### config.mk
export PLATFORM = sky130hd
export DESIGN_NAME = calc_entry_ctrl
export DESIGN_NICKNAME = d
export VERILOG_FILES = /design/src/rtl/calc_entry_ctrl.sv
export SDC_FILE = /design/constraint.sdc
export NUM_CORES = 1
export LEC_CHECK = 0
export CORE_MARGIN = 5
export CORE_UTILIZATION = 35
export CTS_BUF_LIST = sky130_fd_sc_hd__clkbuf_2 sky130_fd_sc_hd__clkbuf_4 sky130_fd_sc_hd__clkbuf_8
export CTS_CLUSTER_SIZE = 10
export DETAILED_ROUTE_END_ITERATION = 8
export GPL_TIMING_DRIVEN = 0
export PLACE_DENSITY = 0.66
export SLEW_MARGIN = 40
export SYNTH_ARGS = -nofsm -noshare
export SYNTH_HDL_FRONTEND = slang
export SYNTH_SLANG_ARGS = --single-unit
export TNS_END_PERCENT = 5
### constraint.sdc
create_clock -name clk50M -period 1.58 [get_ports clk50M]
set_clock_uncertainty 0.1 [all_clocks]
set_input_delay 0.237 -clock clk50M [delete_from_list [all_inputs] [get_ports clk50M]]
set_output_delay 0.237 -clock clk50M [all_outputs]
set_load 0.02 [all_outputs]
### src/rtl/calc_entry_ctrl.sv
// rtl/calc_entry_ctrl.sv - keypad entry sequencer feeding the add/sub datapath and 7-segment display
module calc_entry_ctrl #(
    parameter int         ALU_LAT = 2,
    parameter logic [3:0] KEY_ADD = 4'hA,
    parameter logic [3:0] KEY_SUB = 4'hB,
    parameter logic [3:0] KEY_CLR = 4'hC,
    parameter logic [3:0] KEY_EQ  = 4'hE
) (
    input  logic       clk50M,
    input  logic       rst,
    input  logic       key_valid,
    input  logic [3:0] key_value,
    input  logic [3:0] alu_sum,
    input  logic       alu_cout,
    output logic [3:0] alu_a,
    output logic [3:0] alu_b,
    output logic       alu_sub,
    output logic       alu_start,
    output logic [3:0] a_char,
    output logic [3:0] b_char,
    output logic [3:0] op_char,
    output logic [3:0] r_char,
    output logic       ovf,
    output logic       busy,
    output logic [1:0] state_dbg
);
    typedef enum logic [1:0] {
        S_A    = 2'd0,
        S_B    = 2'd1,
        S_EXEC = 2'd2,
        S_RES  = 2'd3
    } state_t;

    localparam logic [3:0] LAT = 4'(ALU_LAT);

    state_t     state_q;
    logic [3:0] a_q, b_q, r_q, cnt_q;
    logic       sub_q, ovf_q, start_q;
    logic [3:0] cnt_d;
    logic       key_digit, key_op, key_eq, key_clr;

    assign key_digit = key_valid && (key_value <= 4'd9);
    assign key_op    = key_valid && ((key_value == KEY_ADD) || (key_value == KEY_SUB));
    assign key_eq    = key_valid && (key_value == KEY_EQ);
    assign key_clr   = key_valid && (key_value == KEY_CLR);
    assign cnt_d     = cnt_q - 4'd1;

    always_ff @(posedge clk50M) begin
        // Clear is honoured everywhere except while the datapath is in flight.
        if (rst || (key_clr && (state_q != S_EXEC))) begin
            state_q <= S_A;
            a_q     <= 4'd0;
            b_q     <= 4'd0;
            r_q     <= 4'd0;
            sub_q   <= 1'b0;
            ovf_q   <= 1'b0;
            start_q <= 1'b0;
            cnt_q   <= 4'd0;
        end else begin
            start_q <= 1'b0;
            case (state_q)
                S_A: begin
                    if (key_digit) begin
                        a_q <= key_value;
                    end else if (key_op) begin
                        sub_q   <= (key_value == KEY_SUB);
                        b_q     <= 4'd0;
                        state_q <= S_B;
                    end
                end
                S_B: begin
                    if (key_digit) begin
                        b_q <= key_value;
                    end else if (key_op) begin
                        sub_q <= (key_value == KEY_SUB);
                    end else if (key_eq) begin
                        start_q <= 1'b1;
                        cnt_q   <= LAT;
                        state_q <= S_EXEC;
                    end
                end
                S_EXEC: begin
                    cnt_q <= cnt_d;
                    if (cnt_d == 4'd0) begin
                        r_q     <= alu_sum;
                        ovf_q   <= sub_q ? ~alu_cout : alu_cout;
                        state_q <= S_RES;
                    end
                end
                S_RES: begin
                    if (key_digit) begin
                        a_q     <= key_value;
                        b_q     <= 4'd0;
                        r_q     <= 4'd0;
                        ovf_q   <= 1'b0;
                        state_q <= S_A;
                    end else if (key_op) begin
                        a_q     <= r_q;
                        b_q     <= 4'd0;
                        sub_q   <= (key_value == KEY_SUB);
                        ovf_q   <= 1'b0;
                        state_q <= S_B;
                    end
                end
                default: state_q <= S_A;
            endcase
        end
    end

    assign alu_a     = a_q;
    assign alu_b     = b_q;
    assign alu_sub   = sub_q;
    assign alu_start = start_q;
    assign a_char    = a_q;
    assign b_char    = b_q;
    assign op_char   = sub_q ? KEY_SUB : KEY_ADD;
    assign r_char    = r_q;
    assign ovf       = ovf_q;
    assign busy      = (state_q == S_EXEC);
    assign state_dbg = state_q;
endmodule

# Word-level counts from Yosys, hierarchy flattened
# Index checks and enable logic that the tools add are counted.
# W data, S select, Z words.
[totals]
elab_cells = 82
regBits = 21
[classes]
mux = 30
n_bitwise = 3
eq_ne = 17
n_reduce_logical = 22
n_lt_le_gt_ge = 1
n_addsub = 1
[op_table]
columns = ["cell", "count"]
rows = [
  ["$mux W4", 11],
  ["$pmux W4 S2", 3],
  ["$eq A4 B4 Y1 const B", 4],
  ["$ne A2 B2 Y1 const B", 8],
  ["$reduce_and A3 Y1", 5],
  ["$mux W2", 7],
  ["$pmux W4 S3", 1],
  ["$pmux W2 S4", 1],
  ["$mux W1", 6],
  ["$reduce_bool A2 Y1", 3],
  ["$logic_and A1 B1 Y1", 5],
  ["$reduce_and A5 Y1", 1],
  ["$eq A2 B2 Y1 const B", 2],
  ["$le A4 B4 Y1 const B", 1],
  ["$logic_not A4 Y1", 1],
  ["$reduce_and A4 Y1", 1],
  ["$reduce_or A4 Y1", 1],
  ["$sub A4 B1 Y4 const B", 1],
  ["$ne A3 B3 Y1 const B", 1],
  ["$not A1 Y1", 3],
  ["$reduce_bool A3 Y1", 1],
  ["$reduce_or A3 Y1", 1],
  ["$eq A2 B1 Y1 const B", 1],
  ["$logic_not A2 Y1", 1],
  ["3 further kinds", 4],
]

# Logic depth before layout (Yosys ltp)
# Gate-level depths: netlist of the first run.
[depth]
ltp_word = 6
depth_mapped = 8

# Worst setup path after synthesis of the first run
# OpenSTA, ideal clock, no wires.
[synth_path]
kind = "register to register"
from = "register cnt_q[0]"
to = "register r_q[0], in the netlist r_char[0]"
t_required_ns = 1.351
setup_slack_ns = -0.091
setup_time_ns = 0.129
synth_period_minus_slack_ns = 1.671
path_stages_with_launch = 8
t_arrival_ns = 1.442
path_cell_list = "dfxtp_1 > inv_1 > ha_1 > xor2_1 > nor3_1 > o221ai_4 > nand3_1 > o21ai_0"
[synth_via]
elab_chain_len = 4
[synth_lines]
columns = ["element", "line_no", "source"]
rows = [
  ["start: declaration", "37", "logic [3:0] a_q, b_q, r_q, cnt_q;"],
  ["start signal: assignment", "83", "cnt_q <= cnt_d;"],
  ["$sub A4 B1 Y4", "46", "assign cnt_d = cnt_q - 4'd1;"],
  ["$logic_not A4 Y1", "84", "if (cnt_d == 4'd0) begin"],
  ["$ne A2 B1 Y1 (no source line)", "n/a", ""],
  ["$reduce_and A3 Y1 (no source line)", "n/a", ""],
  ["end signal: assignment", "85", "r_q <= alu_sum;"],
  ["end: declaration", "37", ""],
]
# No other way between the ends.
# A chain may end at the register's enable or synchronous reset.

# Worst setup path after layout of the first run
[layout_path]
from = "register cnt_q[0]"
to = "register r_q[2], in the netlist r_char[2]"
# Same word-level chain as after synthesis.

==> impl_metrics.py, run 1 <==
metrics = {
    "outcome": {
        "status": "finished with violations",
        "violations": "setup timing",
    },
    "global_route": {
        "antenna_found_initial": 0,
        "gr-usage-all-layers_pct": 13.29,
        "grt_pass1_vias": 1071,
        "grt_start_max_net_pins": 12,
        "grt_remaining_overflow": 0,
        "grt_pass1_wl_mm": 4.719,
    },
    "place": {
        "dp.cells": 220,
        "place.port_buffers": 37,
        "gp_congestion": 0.8010,
        "placed_area_um2": 1632,
        "place_hpwl_mm": 2.324,
        "pre_cts_slack_ns": -0.4973,
    },
    "synth": {
        "synth_area_um2": 1195,
        "synth_ff_type": "dfxtp_1",
        "synth_cell_type_count": 41,
        "ys_async_sr_fraction_pct": 0,
        "synth_area_per_cell_um2": 8.786,
        "seq_area_frac_synth_pct": 35.18,
        "synth_edf_count": 0,
        "yosysWarnings": 0,
        "netlist_instances": 136,
        "ys_seq_elements": 21,
    },
    "final_layout": {
        "nets": 197,
        "post-route-util_pct": 52.95,
        "layout_commonest_cell": "buf_4",
        "stdcell_count": 228,
        "diodes": 0,
        "layout_common_cells": "24 x buf_4, 19 x dlygate4sd2_1, 16 x dfxtp_1, 12 x nand3_1, 11 x a21oi_1",
        "n_fill_cell": 339,
        "syn2layout_area_growth_pct": 46.70,
        "finish.instance_area_um2": 1753,
        "drive_gt1_share_pct": 34.07,
    },
    "setup_path": {
        "cp-end-kind": "flop",
        "worst_ep_required_time_ns": 1.73,
        "crit_path_max_fanout": 8,
        "cp-start-kind": "flop",
        "critical_path_arrival_ns": 1.76,
        "criticalPathCategory": "flop to flop",
    },
    "floorplanning": {
        "rows": 21,
        "die_h_um": 68.43,
        "initial_core_util_pct": 36.09,
        "fp.dieArea_um2": 4683,
        "dieWidth_um": 68.43,
        "design.core.area_um2": 3311,
        "boundaryPins": 42,
    },
    "power": {
        "ir_drop_mv": 0.2648,
        "totalPowerFinal_mw": 1.032,
        "leakage_nw": 0.7973,
        "powerDensity_nw_per_um2": 588.8,
    },
    "timing": {
        "final-hold-violation-count": 0,
        "setup_ws_ns": -0.03280,
        "fmax_mhz": 620.0,
        "finalSetupTns_ns": -0.1001,
        "min_period_ns": 1.613,
        "fin_crit_sh_pct": 102.1,
        "worst_hold_slack_ns": 0.1423,
        "setup_viol": 4,
        "rsz0062_at_grt": "yes",
        "drv_slew": 0,
    },
    "routing": {
        "first_pass_iters": 4,
        "ant_nets": 0,
        "drc": 0,
        "drt-vias-per-instance": 5.044,
        "wirelength_mm": 3.103,
        "avgRoutedWirePerCell_um": 13.61,
        "drtIter0Drc": 34,
        "vias": 1150,
    },
    "flow_run": {
        "drv_cap": 0,
    },
    "clock_network": {
        "clkLatencyLatePin_ns": 0.31,
        "path_clk_slew_ns": 0.12,
        "clock-sinks": 21,
        "cts_tree": "done",
        "cts_buffers": 3,
        "clk_path_buf_depth": 2,
        "htreeDepth": 1,
        "cts_root_buffer": "clkbuf_4",
    },
    "worst_hold_path": {
        "hold_path.class": "input pin to flop",
    },
}
==> metal layers <==
metal,part of all wire (%),up-vias,global-route usage (%)
met5,0,-,0
met4,2.1,0,5.459
met3,7.9,9,3.612
met2,50,42,21.93
met1,40,533,16.11
li1,-,566,-
==> critical path, cell delays in order, from the launching register on <==
cell and delay, ns:
dfxtp_4 0.38, or3_4 0.41, xor2_4 0.18, o221ai_4 0.28, nand3_1 0.11, o21ai_1 0.09
==> where the power goes <==
part	internal (mW)	switching (mW)	total (mW)
sequential	0.539	0.00871	0.548
clock	0.116	0.169	0.284
combinational	0.0893	0.111	0.200
total	0.744	0.288	1.03
==> repair_timing <==
item | CTS | global route
gates cloned | 0 | 0
hold endpoints to repair | 0 | 0
endpoints found under the setup margin | 44 | 18
pin swaps | 1 | 12
gates resized for setup | 36 | 28
hold buffers | 0 | 0
setup buffers | 0 | 4
==> registers in the layout, summed over array words and instances, names as in the netlist <==
register / count
alu_sub: 1
cnt_q: 4
r_char: 4
a_char: 4
ovf: 1
alu_b: 4
state_dbg: 2
alu_start: 1
==> Yosys cell counts, drive strengths merged, types with 2 or more instances <==
cell type   n  area, µm²
a211oi      3      27.52
a21oi      12      63.81
a31oi       2      12.51
a32o        3      30.03
and3        2      12.51
buf        17      133.9
conb        2      7.510
dfxtp      21      420.4
ha          2      25.02
inv         6      27.52
mux2i       4      40.04
nand2       6      30.03
nand2b      2      15.02
nand3      12      60.06
nor2        8      32.54
nor3        6      46.30
o21ai      13      65.06
o221ai      2      35.04
or3         2      22.52
xor2        3      26.28
==> kinds of logic after synthesis <==
kind of cell / synth area share (%)
AOI/OAI and AO/OA: 21.26
xor gates and xnor gates: 2.199
adders and majority gates: 2.094
buffers and inverters: 13.51
DFF: 35.18
muxes: 3.351
other: 0.6285
and+or+nand+nor: 21.78
==> cell type report <==
type	count	area, µm²	area share, %
inverters	6	32.53	1.856
clock buffers	4	30.03	1.713
flip-flops and latches	21	429.2	24.48
repair buffers	41	359.1	20.49
multi-input cells	93	704.4	40.19
plain buffers	17	140.1	7.994
well taps	46	57.56	3.283
==> path summary, 6_finish.rpt <==
| check | start | slack, ns | cells past startpoint | endpoint |
|---|---|---|---|---|
| min | key_value[0] | 0.14 | 2 | alu_b[0] |
| max reg2reg | cnt_q[0] | -0.03 | 5 | r_char[2] |
| max | cnt_q[0] | -0.03 | 5 | r_char[2] |
| min reg2reg | ovf | 0.38 | 2 | ovf |
(Power assumes the default switching activity.)
==> inputs of run 2 (changes only) <==
CORE_ASPECT_RATIO = 1.1   (was default)
GPL_TIMING_DRIVEN = 1   (was 0)
==> run 2 against run 1 <==
- the run still ends with setup timing left
- routed wire length up 16%
- final cell count up 4.4%
- count of clock-buffer cells in the layout unchanged
- combinational power up 18%
- power up 4.3%
- worst hold slack better by 0.029 ns
- non-clock buffer count up 20
- sequential power about the same
- flip-flop and latch count unchanged
- via count up 7.7%
- critical path depth unchanged
- critical endpoint is now r_char[1]
==> impl_metrics.py, run 2 (synthesized netlist as in run 1, its figures left out) <==
metrics = {
    "place": {
        "place_hpwl_mm": 2.546,
        "placed_area_um2": 1720,
        "place.port_buffers": 38,
        "gp_congestion": 0.8217,
    },
    "clock_network": {
        "path_clk_slew_ns": 0.13,
        "htreeDepth": 1,
        "clock-sinks": 21,
        "cts_tree": "done",
        "cts_root_buffer": "clkbuf_4",
        "cts_buffers": 3,
        "clk_path_buf_depth": 2,
        "clkLatencyLatePin_ns": 0.32,
    },
    "setup_path": {
        "crit_path_max_fanout": 8,
        "criticalPathCategory": "flop to flop",
        "cp-start-kind": "flop",
        "critical_path_arrival_ns": 1.75,
        "cp-end-kind": "flop",
        "worst_ep_required_time_ns": 1.73,
    },
    "floorplanning": {
        "dieWidth_um": 65.71,
        "boundaryPins": 42,
        "initial_core_util_pct": 36.17,
        "rows": 22,
        "design.core.area_um2": 3303,
        "fp.dieArea_um2": 4684,
        "die_h_um": 71.28,
    },
    "power": {
        "p_switching_mw": 0.3099,
        "leakage_nw": 0.9022,
        "clockPowerShare_pct": 27.5,
        "p_seq_share_pct": 50.6,
        "cell_internal_pwr_mw": 0.7669,
        "ir_drop_mv": 0.3518,
        "powerDensity_nw_per_um2": 566.6,
        "pwr-share-comb_pct": 21.9,
        "swShare_pct": 28.78,
    },
    "routing": {
        "vias": 1239,
        "wl_met1_mm": 1.500,
        "first_pass_iters": 4,
        "wirelength_mm": 3.586,
        "route.met2.wl_mm": 1.862,
        "ant_nets": 0,
        "top_layer": "met4",
        "drc": 0,
        "avgRoutedWirePerCell_um": 15.07,
        "drt-vias-per-instance": 5.206,
        "drtIter0Drc": 38,
        "dr_wl_met3_um": 177,
    },
    "global_route": {
        "antenna_found_initial": 0,
        "grt_remaining_overflow": 0,
        "gr-usage-all-layers_pct": 15.10,
        "grt_pass1_vias": 1185,
        "grt_pass1_wl_mm": 5.678,
        "grt_start_max_net_pins": 20,
    },
    "final_layout": {
        "register_area_um2": 430.4,
        "layout_common_cells": "38 x buf_4, 28 x dlygate4sd2_1, 17 x dfxtp_1, 11 x a21oi_1, 11 x nand3_1",
        "n_fill_cell": 315,
        "post-route-util_pct": 57.54,
        "finish.instance_area_um2": 1901,
        "syn2layout_area_growth_pct": 59.06,
        "diodes": 0,
        "multi_input_area_um2": 698.2,
        "nets": 217,
        "drive_gt1_share_pct": 35.64,
        "layout_commonest_cell": "buf_4",
    },
    "outcome": {
        "status": "finished with violations",
        "violations": "setup timing",
    },
    "timing": {
        "min_period_ns": 1.596,
        "drv_slew": 0,
        "rsz0062_at_grt": "yes",
        "setup_viol": 1,
        "fin_crit_sh_pct": 101.0,
        "final-hold-violation-count": 0,
        "fmax_mhz": 626.6,
        "setup_ws_ns": -0.01598,
    },
    "flow_run": {
        "drv_cap": 0,
    },
    "worst_hold_path": {
        "hold_path.class": "input pin to flop",
    },
}
==> run 2: power groups by stage <==
stage | clock, mW | sequential [mW] | combinational (mW)
after floorplan | 0 | 0.574 | 0.101
after global routing | 0.321 | 0.548 | 0.252
after detailed placement | 0 | 0.561 | 0.215
final | 0.296 | 0.545 | 0.236
after CTS | 0.295 | 0.549 | 0.202
after global placement | 0 | 0.561 | 0.211
==> run 2: area by class of cell <==
cell class                 count  share of cell area [%]
clock buffer                   4                   1.580
inverter                       6                   1.448
multi-input combinational     93                   36.73
sequential                    21                   22.65
tap                           36                   2.370
timing repair buffer          78                   35.22
==> run 2: stage by stage <==
step                 TNS, ns  total power, mW  setup slack (ns)  hold WS (ns)  instances
global route         -0.4013            1.121          -0.08755        0.1947        238
floorplan            -0.4186           0.6745          -0.08060        0.2094        137
finish              -0.01598            1.077          -0.01598        0.1713        238
detailed placement    -8.802           0.7766           -0.5662        0.3737        224
global placement      -6.581           0.7712           -0.4034        0.3628        224
CTS                  -0.4349            1.046           -0.1150        0.3880        228
==> run 2: worst paths after layout <==
check | cells after the start | startpoint | slack, ns | endpoint
max | 5 | cnt_q[2] | -0.02 | r_char[1]
min | 3 | key_value[0] | 0.17 | alu_b[0]
max reg2reg | 5 | cnt_q[2] | -0.02 | r_char[1]
min reg2reg | 2 | ovf | 0.37 | ovf
==> run 2: metal layers <==
metal / vias to the layer above / track usage [%]
met2: 41 / 24.50
met4: 0 / 5.300
met1: 589 / 19.88
met5: - / 0
li1: 604 / -
met3: 5 / 2.821
==> run 2: timing repair <==
item | 4_1_cts | 5_1_grt
endpoints found under the setup margin | 42 | 15
hold buffers | 0 | 0
cloned | 0 | 0
resized for setup | 33 | 29
pin swaps | 5 | 9
setup buffers | 0 | 11
==> run 2: critical path, stage by stage (launching register included) <==
cell and delay (ns):
dfxtp_2 0.35, or3_4 0.40, xor2_2 0.18, o221ai_4 0.29, nand3_1 0.12, o21ai_1 0.10
